$ cat config.mk
export PLATFORM = sky130hd
export DESIGN_NAME = fmo_drain_flat
export DESIGN_NICKNAME = d
export VERILOG_FILES = /design/src/rtl/irb_pkg.sv /design/src/rtl/fmo_drain_if.sv /design/src/rtl/fmo_drain_fifo.sv /design/src/rtl/fmo_drain.sv /design/src/flat_wrapper.sv
export SDC_FILE = /design/constraint.sdc
export NUM_CORES = 1
export LEC_CHECK = 0
export BUFFER_PORTS_ARGS = -buffer_cell sky130_fd_sc_hd__buf_2
export CAP_MARGIN = 20
export CORE_ASPECT_RATIO = 0.9
export CORE_MARGIN = 8
export CORE_UTILIZATION = 50
export CTS_CLUSTER_SIZE = 24
export DETAILED_ROUTE_END_ITERATION = 8
export GPL_TIMING_DRIVEN = 0
export HOLD_SLACK_MARGIN = 0.1
export PLACE_DENSITY = 0.71
export SLEW_MARGIN = 20
export SYNTH_ARGS = -nofsm -noshare
export SYNTH_HDL_FRONTEND = slang
export SYNTH_HIERARCHICAL = 1
export SYNTH_SLANG_ARGS = --single-unit
$ cat constraint.sdc
create_clock -name clk -period 4.6 [get_ports clk]
set_input_delay 0.23 -clock clk [delete_from_list [all_inputs] [get_ports clk]]
set_output_delay 0.23 -clock clk [all_outputs]
set_load 0.01 [all_outputs]
$ cat src/rtl/irb_pkg.sv
// Shared constants and types for the inverted-residual-block datapath.
// Holds the FMO tile geometry and the read-out stage FSM encoding.
package irb_pkg;

    localparam int PX_W             = 8;
    localparam int FMO_N_ELEM       = 16;
    localparam int FMO_DRAIN_FIFO_D = 4;

    typedef enum logic [1:0] {
        IDLE,
        RUN,
        FLUSH,
        FIN
    } fmo_drain_state_t;

endpackage

$ cat src/rtl/fmo_drain_if.sv
// Pixel output stream of the FMO drain stage.
// valid/ready handshake with last-beat marking.
interface fmo_drain_if
    import irb_pkg::*;
#(
    parameter int W = PX_W
);

    logic         m_valid;
    logic         m_ready;
    logic [W-1:0] m_data;
    logic         m_last;

    modport master (
        output m_valid,
        output m_data,
        output m_last,
        input  m_ready
    );

    modport slave (
        input  m_valid,
        input  m_data,
        input  m_last,
        output m_ready
    );

endinterface

$ cat src/rtl/fmo_drain_fifo.sv
// Small synchronous FIFO buffering drained pixels.
// Head is visible combinationally; count feeds the read credit check.
module fmo_drain_fifo
    import irb_pkg::*;
#(
    parameter int  W  = PX_W,
    parameter int  D  = FMO_DRAIN_FIFO_D,
    localparam int PW = (D > 1) ? $clog2(D) : 1,
    localparam int CW = $clog2(D + 1)
) (
    input  logic          clk,
    input  logic          rst_n,
    input  logic          push,
    input  logic [W-1:0]  wdata,
    input  logic          pop,
    output logic [W-1:0]  rdata,
    output logic [CW-1:0] count,
    output logic          empty
);

    logic [W-1:0]  mem [D];
    logic [PW-1:0] wp;
    logic [PW-1:0] rp;
    logic          do_push;
    logic          do_pop;

    function automatic logic [PW-1:0] inc(input logic [PW-1:0] p);
        return (p == PW'(D - 1)) ? '0 : p + 1'b1;
    endfunction

    assign empty   = (count == '0);
    assign do_push = push && (count != CW'(D));
    assign do_pop  = pop && !empty;
    assign rdata   = mem[rp];

    // pointers and occupancy
    always_ff @(posedge clk or negedge rst_n) begin
        if (!rst_n) begin
            wp    <= '0;
            rp    <= '0;
            count <= '0;
        end else begin
            if (do_push) wp <= inc(wp);
            if (do_pop)  rp <= inc(rp);
            count <= count + CW'(do_push) - CW'(do_pop);
        end
    end

    // storage array, no reset needed: reads are gated by count
    always_ff @(posedge clk) begin
        if (do_push) mem[wp] <= wdata;
    end

endmodule

$ cat src/rtl/fmo_drain.sv
// FMO tile RAM read-out: sweeps addresses, absorbs RAM latency, streams pixels.
// FMO_DRAIN_CLR_EN: zero each location right after it is read.
module fmo_drain
    import irb_pkg::*;
#(
    parameter int PX_W       = irb_pkg::PX_W,
    parameter int FMO_N_ELEM = irb_pkg::FMO_N_ELEM,
    parameter int AW         = $clog2(FMO_N_ELEM + 1)
) (
    input  logic            clk,
    input  logic            rst_n,
    input  logic            start,
    input  logic [AW-1:0]   n_elem,
    output logic [AW-1:0]   ram_addr,
    output logic            ram_write,
    output logic [PX_W-1:0] ram_data,
    input  logic [PX_W-1:0] ram_res,
    fmo_drain_if.master     m,
    output logic            busy,
    output logic            done
);

    localparam int CW = $clog2(FMO_DRAIN_FIFO_D + 1);

    fmo_drain_state_t state;
    fmo_drain_state_t nxt;

    logic [AW-1:0]   n_q;
    logic [AW-1:0]   rd_cnt;
    logic [AW-1:0]   out_cnt;
    logic [AW-1:0]   addr_q;
    logic            tag;
    logic            clr_q;
    logic            issue;
    logic            credit;
    logic            drained;
    logic            pop;
    logic [CW-1:0]   fcnt;
    logic            fempty;
    logic [PX_W-1:0] fhead;

    fmo_drain_fifo #(
        .W (PX_W),
        .D (FMO_DRAIN_FIFO_D)
    ) u_fifo (
        .clk   (clk),
        .rst_n (rst_n),
        .push  (tag),
        .wdata (ram_res),
        .pop   (pop),
        .rdata (fhead),
        .count (fcnt),
        .empty (fempty)
    );

    // a read may only go out if its data is guaranteed a FIFO slot
    assign credit = ({1'b0, fcnt} + {{CW{1'b0}}, tag})
                  < (CW + 1)'(FMO_DRAIN_FIFO_D);
    assign issue  = (state == RUN) && (rd_cnt != n_q)
                  && credit && !clr_q;
    assign pop    = m.m_valid && m.m_ready;

    // exit FLUSH on the edge that pops the final pixel
    assign drained = !tag && !clr_q
                   && (fempty || ((fcnt == CW'(1)) && pop));

    assign ram_addr  = issue ? rd_cnt : addr_q;
    assign ram_data  = '0;
    assign ram_write = clr_q;

    assign m.m_valid = !fempty;
    assign m.m_data  = fempty ? '0 : fhead;
    assign m.m_last  = m.m_valid && (out_cnt == n_q - 1'b1);

    assign busy = (state != IDLE);
    assign done = (state == FIN);

    // state register
    always_ff @(posedge clk or negedge rst_n) begin
        if (!rst_n) state <= IDLE;
        else        state <= nxt;
    end

    // next-state decode
    always_comb begin
        nxt = state;
        unique case (state)
            IDLE:    if (start) nxt = (n_elem == '0) ? FIN : RUN;
            RUN:     if (rd_cnt == n_q) nxt = FLUSH;
            FLUSH:   if (drained) nxt = FIN;
            FIN:     nxt = IDLE;
            default: nxt = IDLE;
        endcase
    end

    // sweep counters, held address and read-tag pipeline
    always_ff @(posedge clk or negedge rst_n) begin
        if (!rst_n) begin
            n_q     <= '0;
            rd_cnt  <= '0;
            out_cnt <= '0;
            addr_q  <= '0;
            tag     <= 1'b0;
        end else begin
            tag <= issue;
            if (state == IDLE && start) begin
                n_q     <= n_elem;
                rd_cnt  <= '0;
                out_cnt <= '0;
            end else begin
                if (issue) begin
                    rd_cnt <= rd_cnt + 1'b1;
                    addr_q <= rd_cnt;
                end
                if (pop) out_cnt <= out_cnt + 1'b1;
            end
        end
    end

`ifdef FMO_DRAIN_CLR_EN
    // clear-write slot follows every read at the same address
    always_ff @(posedge clk or negedge rst_n) begin
        if (!rst_n) clr_q <= 1'b0;
        else        clr_q <= issue;
    end
`else
    assign clr_q = 1'b0;
`endif

endmodule

$ cat src/flat_wrapper.sv
// flat-port wrapper written by rule: the top's interface ports become plain ports
module fmo_drain_flat import irb_pkg::*;
#(
    parameter int PX_W       = irb_pkg::PX_W,
    parameter int FMO_N_ELEM = irb_pkg::FMO_N_ELEM,
    parameter int AW         = $clog2(FMO_N_ELEM + 1)
)
  (clk, rst_n, start, n_elem, ram_addr, ram_write, ram_data, ram_res, busy, done, m_m_valid, m_m_data, m_m_last, m_m_ready);
  fmo_drain_if m_i ();
  input  logic clk;
  input  logic rst_n;
  input  logic start;
  input  logic [AW-1:0] n_elem;
  output logic [AW-1:0] ram_addr;
  output logic ram_write;
  output logic [PX_W-1:0] ram_data;
  input  logic [PX_W-1:0] ram_res;
  output logic busy;
  output logic done;
  output wire logic [$bits(m_i.m_valid)-1:0] m_m_valid;
  output wire logic [$bits(m_i.m_data)-1:0] m_m_data;
  output wire logic [$bits(m_i.m_last)-1:0] m_m_last;
  input wire logic [$bits(m_i.m_ready)-1:0] m_m_ready;
  assign m_m_valid = m_i.m_valid;
  assign m_m_data = m_i.m_data;
  assign m_m_last = m_i.m_last;
  assign m_i.m_ready = m_m_ready;
  fmo_drain #(.PX_W(PX_W), .FMO_N_ELEM(FMO_N_ELEM), .AW(AW)) u_core (.clk(clk), .rst_n(rst_n), .start(start), .n_elem(n_elem), .ram_addr(ram_addr), .ram_write(ram_write), .ram_data(ram_data), .ram_res(ram_res), .m(m_i), .busy(busy), .done(done));
endmodule
==> reports/qor.csv, run 1 <==
metric;value;unit
Max H-tree Level;3;
overall routed net length;5990;um
Max-Cap Viols;0;
Hold Path Class;in2reg;
CTS tree;done;
Final Hold Fails;0;
routability cong.;0.808;
post-synth cell types;49;
area grow syn2layout;18.1;%
initial antenna violation count;0;
post-route ant nets;0;
setup bufs post-CTS;0;
global-route usage over all layers;14.2;%
unrepaired setup endpoints after global routing;no;
DR WL/cell;14.7;um
chip width;101;um
drt pass-1 iters;4;
Clock Skew;0.00792;ns
mapped cell area;3220;um2
final setup fails;0;
crit path DAT;3.38;ns
largest net degree at the start of global routing;31;
Fmax;315;MHz
nets;348;
Final period util;69.0;%
share of layout cells above drive strength 1;28.4;%
mean post-synth cell area;12.7;um2
Buffers on Ports;33;
Longest Clk Path Bufs;2;
dpl hpwl;4250;um
CP peak stage delay;0.50;ns
setup TNS;0;ns
ant diodes;0;
Final Critical Period;3.18;ns
Root Buffer;clkbuf_8;
DR DRC count;0;
Mapped Cells;254;
Vias;2060;
worst setup path class;reg2reg;
worst setup path start;u_core/u_fifo/count[1]$_DFF_PN0_;
min-delay src;ram_res[5];
Critical Path Sink Type;flip-flop;
Async SR Flop Fraction;48.4;%
vias per std cell;5.06;
maximum VDD drop;0.317;mV
Main synth FF type;edfxtp_1;
Initial DRC Count;75;
start of the worst register-to-register path;u_core/u_fifo/count[1]$_DFF_PN0_;
Starting Density;52.1;%
Max Slew Vio Count;0;
most used cell, CP;inv_1;
total power;2.31;mW
power per cell area;606;nW/um2
grt ovf;0;
CP cell instances;nor3_1 -> clkbuf_1 -> nor2b_1 -> clkbuf_1 -> o31ai_1 -> inv_1 -> ha_1 -> inv_1 -> ha_1 -> inv_1 -> fa_1 -> xnor2_1 -> xnor2_1;
Worst-Margin Slew;0.664;ns
Worst-path clk slew;0.07;ns
WP data required;4.81;ns
sequential area share after synthesis;53.1;%
Worst-Skew Late Latency;0.34;ns
critical path peak fanout;10;
# IOs;43;
startpoint types;flip-flop;
vias in the first global route;2127;
Site Rows;27;
Die Span Y;92.2;um
Core ar.;6180;um2
Warnings, synthesis;6;
Critical-path top delay cell;dfrtp_1;
status;completed;
EDFF count, synth;32;
Leak;1.66;nW
die area;9280;um2
clock sink count;62;
slew margin rel.;55.7;%
post-synthesis register bit count;62;
total CTS buffers;9;
wire length of the first global-routing pass;10200;um
## layout by cell type, fill, tap and decap left out, types with 10 or more instances in the layout
| cell type | netlist | layout |
|---|---|---|
| dfrtp_1 | 30 | 30 |
| xor2_1 | 11 | 11 |
| nor2b_1 | 13 | 13 |
| ha_1 | 15 | 15 |
| nor2_1 | 10 | 10 |
| buf_2 | 3 | 36 |
| mux2_2 | 12 | 12 |
| edfxtp_1 | 32 | 32 |
| nand2_1 | 23 | 23 |
| inv_1 | 12 | 12 |
## cells in the mapped netlist (2+ instances only)
library cell  instances  share of area, %
mux4_2                8               5.6
clkbuf_1              5              0.58
o21ai_0               2              0.31
mux2i_1               6               1.9
nor2_1               10               1.2
xnor2_1               5               1.4
nand4_1               3              0.58
a211o_1               2              0.54
nor2b_1              13               2.5
mux2_2               12               4.2
nand3_1               3              0.47
dfrtp_1              30                23
buf_2                 3              0.47
nor3_1                4              0.62
and2_1                3              0.58
nand2_1              23               2.7
inv_1                12               1.4
nand2b_1              7               1.4
buf_4                 9               2.1
ha_1                 15               5.8
and3_2                4              0.93
a21oi_1               6              0.93
and4bb_2              2              0.78
xor2_1               11               3.0
edfxtp_1             32                30
## logic make-up (layout without fill, tap and decap cells)
kind of cell,Yosys count,after routing,share of synthesized area (%)
simple gates,80,80,13.9
buf+inv,30,88,4.66
mux,26,26,11.6
fa+ha+maj,16,16,6.44
other cells,1,9,0.116
flops,62,62,53.1
xor+xnor,16,16,4.35
compound gates,23,23,5.75
## flip-flops by register name (all words and copies together) (netlist names)
name / count
u_core/u_fifo/wp: 2
u_core/out_cnt: 5
u_core/rd_cnt: 5
u_core/addr_q: 5
u_core/u_fifo/count: 3
u_core/u_fifo/mem: 32
u_core/u_fifo/rp: 2
u_core/tag: 1
u_core/n_q: 5
u_core/state: 2
## through the flow
stage               utilization, %  hold slack, ns  area, um2  worst slack (ns)  instances
finish                        61.6           0.113       3810              1.42        407
global route                  61.6           0.105       3810              1.01        407
CTS                           61.6           0.100       3810              1.34        407
detailed placement            57.1           0.310       3530              1.44        382
global placement              57.1           0.308       3530              1.49        382
floorplan                        -         -0.0656       3250              1.96        262
## per-layer routing
metal	GRT usage [%]	up-vias	share of wire (%)
met5	0	-	0
met4	8.30	0	2.1
met3	3.85	14	5.2
met2	23.0	41	47
met1	16.5	997	45
li1	-	1008	-
## worst max-delay path: cells and delay by family, from the launching register on
family                   cells  cell delay (ns)
AND/OR/NAND/NOR              2             0.37
buffers and inverters        5             0.91
AO/OA/AOI/OAI                1             0.18
adder cells (fa/ha/maj)      3             0.81
XOR/XNOR                     2             0.29
flip-flops                   1             0.50
## power breakdown
part	leakage, nW	total [mW]	internal, mW	switching (mW)
Sequential	0.671	0.852	0.715	0.136
Combinational	0.900	1.00	0.476	0.526
Clock	0.0899	0.453	0.248	0.205
Total	1.66	2.31	1.44	0.868
## final timing paths
check	end	slack, ns	cells past startpoint
min	u_core/u_fifo/mem[1][5]$_DFFE_PP_	0.11	1
min in group asynchronous	u_core/addr_q[2]$_DFFE_PN0N_	0.45	2
max reg2reg	u_core/u_fifo/count[2]$_DFF_PN0_	1.42	13
min reg2reg	u_core/addr_q[2]$_DFFE_PN0N_	0.51	1
max	u_core/u_fifo/count[2]$_DFF_PN0_	1.42	13
max in group asynchronous	u_core/out_cnt[3]$_DFFE_PN0P_	3.71	2
## what timing repair did
action                                  in CTS  in global routing
endpoints found under the setup margin       0                  0
resized for setup                            0                  0
endpoints found under the hold margin       53                  0
hold buffers                                 9                  0
## layout make-up
class	instances	area [um2]
sequential	62	1710
clock buffer	10	128
tap	87	109
clock inverter	6	62.6
fill	507	2370
multi-input combinational	170	1390
buffer	18	105
timing repair buffer	42	255
inverter	12	45.0
(Power assumes the default switching activity.)
==> inputs of run 2 (changes only) <==
- clock period: 4.6 -> 3 ns (I/O delays scaled with it)
==> run 2 against run 1 <==
Compared with the run above:
- via count grew 1.6%
- sequential cell count is the same
- sequential power grew 54%
- final area grew 1.8%
- global-route usage grew 0.27 points
- sequential share of layout area shrank 0.77 points
- wire length grew 2.3%
- critical path type unchanged
==> reports/qor.csv, run 2 (synthesized netlist as in run 1, its figures left out) <==
metric;value;unit
Initial DRC Count;88;
slew margin rel.;55.7;%
maximum VDD drop;0.487;mV
final setup fails;0;
Worst-Margin Slew;0.665;ns
power per cell area;920;nW/um2
Vias;2093;
drt pass-1 iters;4;
Worst-path clk slew;0.07;ns
ant diodes;0;
Site Rows;27;
worst setup path class;reg2reg;
fill count;497;
buffer and inverter count on the worst path;5;
Placed Area;3530;um2
Leak;1.69;nW
Max-Cap Viols;0;
setup TNS;0;ns
largest net degree at the start of global routing;31;
Final Hold Fails;0;
most used cell, CP;inv_1;
Final period util;90.6;%
critical path peak fanout;10;
routability cong.;0.808;
total CTS buffers;9;
RR Endpoint;u_core/u_fifo/count[2]$_DFF_PN0_;
dpl hpwl;4250;um
CP top delay family;adder cells;
die area;9280;um2
post-route ant nets;0;
Core ar.;6180;um2
most common cell after layout, fill and taps aside;buf_2;
Final Util;62.7;%
start of the worst register-to-register path;u_core/u_fifo/count[1]$_DFF_PN0_;
vias per std cell;5.08;
DR WL/cell;14.9;um
# IOs;43;
grt ovf;0;
chip width;101;um
vias in the first global route;2113;
total power;3.57;mW
overall routed net length;6130;um
Hold Path Class;in2reg;
Critical Path Sink Type;flip-flop;
Post-Layout Inst Area;3880;um2
max reg flops;32;
Longest Clk Path Bufs;2;
Critical-path top delay cell;dfrtp_2;
nets;353;
Max H-tree Level;3;
Clock Skew;0.00734;ns
Hold Path End;u_core/rd_cnt[3]$_DFFE_PN0P_;
crit path DAT;2.97;ns
Buffers on Ports;33;
WP data required;3.25;ns
Fmax;368;MHz
global-route usage over all layers;14.5;%
Die Span Y;92.2;um
Starting Density;52.1;%
Final Critical Period;2.72;ns
status;completed;
CP cell instances;nor3_2 -> buf_6 -> nor2b_1 -> clkbuf_1 -> o31ai_2 -> inv_1 -> ha_1 -> inv_1 -> ha_1 -> inv_1 -> fa_1 -> xnor2_1 -> xnor2_1;
R2R depth;13;
most frequent cells in the layout;buf_2 (36), edfxtp_1 (32), dfrtp_1 (29);
initial antenna violation count;0;
Root Buffer;clkbuf_8;
Worst-Skew Late Latency;0.33;ns
CP peak stage delay;0.49;ns
Largest Register;u_core/u_fifo/mem;
DR DRC count;0;
area grow syn2layout;20.3;%
share of layout cells above drive strength 1;29.2;%
CTS tree;done;
R2R Setup Slk;0.28;ns
min-delay src;start;
Fin Hold WS;0.203;ns
wire length of the first global-routing pass;10300;um
startpoint types;flip-flop;
Hold Path Depth;4;
Max Slew Vio Count;0;
unrepaired setup endpoints after global routing;no;
clock sink count;62;
[run 2: changes by cell type in the layout (fill, tap and decap cells not counted), sizes merged]
| cell | change |
|---|---|
| buf | +1 |
| clkbuf | -1 |
| dlygate4sd3 | +5 |
[run 2: metrics by stage]
stage          cells  worst slack (ns)
3_3_place_gp     382            -0.111
4_1_cts          412            0.0468
6_report         412             0.281
3_5_place_dp     382            -0.163
2_1_floorplan    262             0.359
5_1_grt          412            0.0304
[run 2: routing by layer]
layer / routed length [um] / global-route usage (%) / up-vias
li1: - / - / 1016
met1: 2750 / 16.8 / 1023
met2: 3000 / 23.9 / 42
met3: 267 / 3.70 / 12
met4: 109 / 7.92 / 0
met5: 0 / 0 / -
[run 2: timing repair]
| item | in CTS | in global routing |
|---|---|---|
| resized for setup | 2 | 5 |
| hold endpoints to repair | 67 | 0 |
| endpoints found under the setup margin | 2 | 2 |
| pin swaps | 0 | 0 |
| setup buffers | 0 | 0 |
| hold buffers | 14 | 0 |
[run 2: worst max-delay path by stage]
stage,slack (ns),depth (start not counted),start,end
after floorplan,0.36,13,u_core/u_fifo/count[1]$_DFF_PN0_,u_core/u_fifo/count[2]$_DFF_PN0_
final,0.28,13,u_core/u_fifo/count[1]$_DFF_PN0_,u_core/u_fifo/count[2]$_DFF_PN0_
after CTS,0.05,13,u_core/u_fifo/count[1]$_DFF_PN0_,u_core/u_fifo/count[2]$_DFF_PN0_
after global routing,0.03,13,u_core/u_fifo/count[1]$_DFF_PN0_,u_core/u_fifo/count[2]$_DFF_PN0_
after detailed placement,-0.16,13,u_core/u_fifo/count[1]$_DFF_PN0_,u_core/u_fifo/count[2]$_DFF_PN0_
after global placement,-0.11,13,u_core/u_fifo/count[1]$_DFF_PN0_,u_core/u_fifo/count[2]$_DFF_PN0_
[run 2: power by group]
group          internal, mW  total (mW)  switching [mW]
combinational         0.746        1.56           0.812
clock                 0.380       0.696           0.316
sequential             1.10        1.31           0.215
[run 2: layout make-up]
class                   count  area, um2  share of cell area, %
flip-flops and latches     62       1710                   44.2
inverters                  12       45.0                   1.16
plain buffers              18        113                   2.91
clock buffers              10        128                   3.29
well taps                  87        109                   2.81
repair buffers             47        305                   7.88
multi-input cells         170       1400                   36.2
clock inverters             6       62.6                   1.61
[run 2: worst min-delay path, stage by stage]
cell and delay, ns:
buf_2 0.10, nand2_1 0.10, nand2b_1 0.09, mux2i_1 0.06
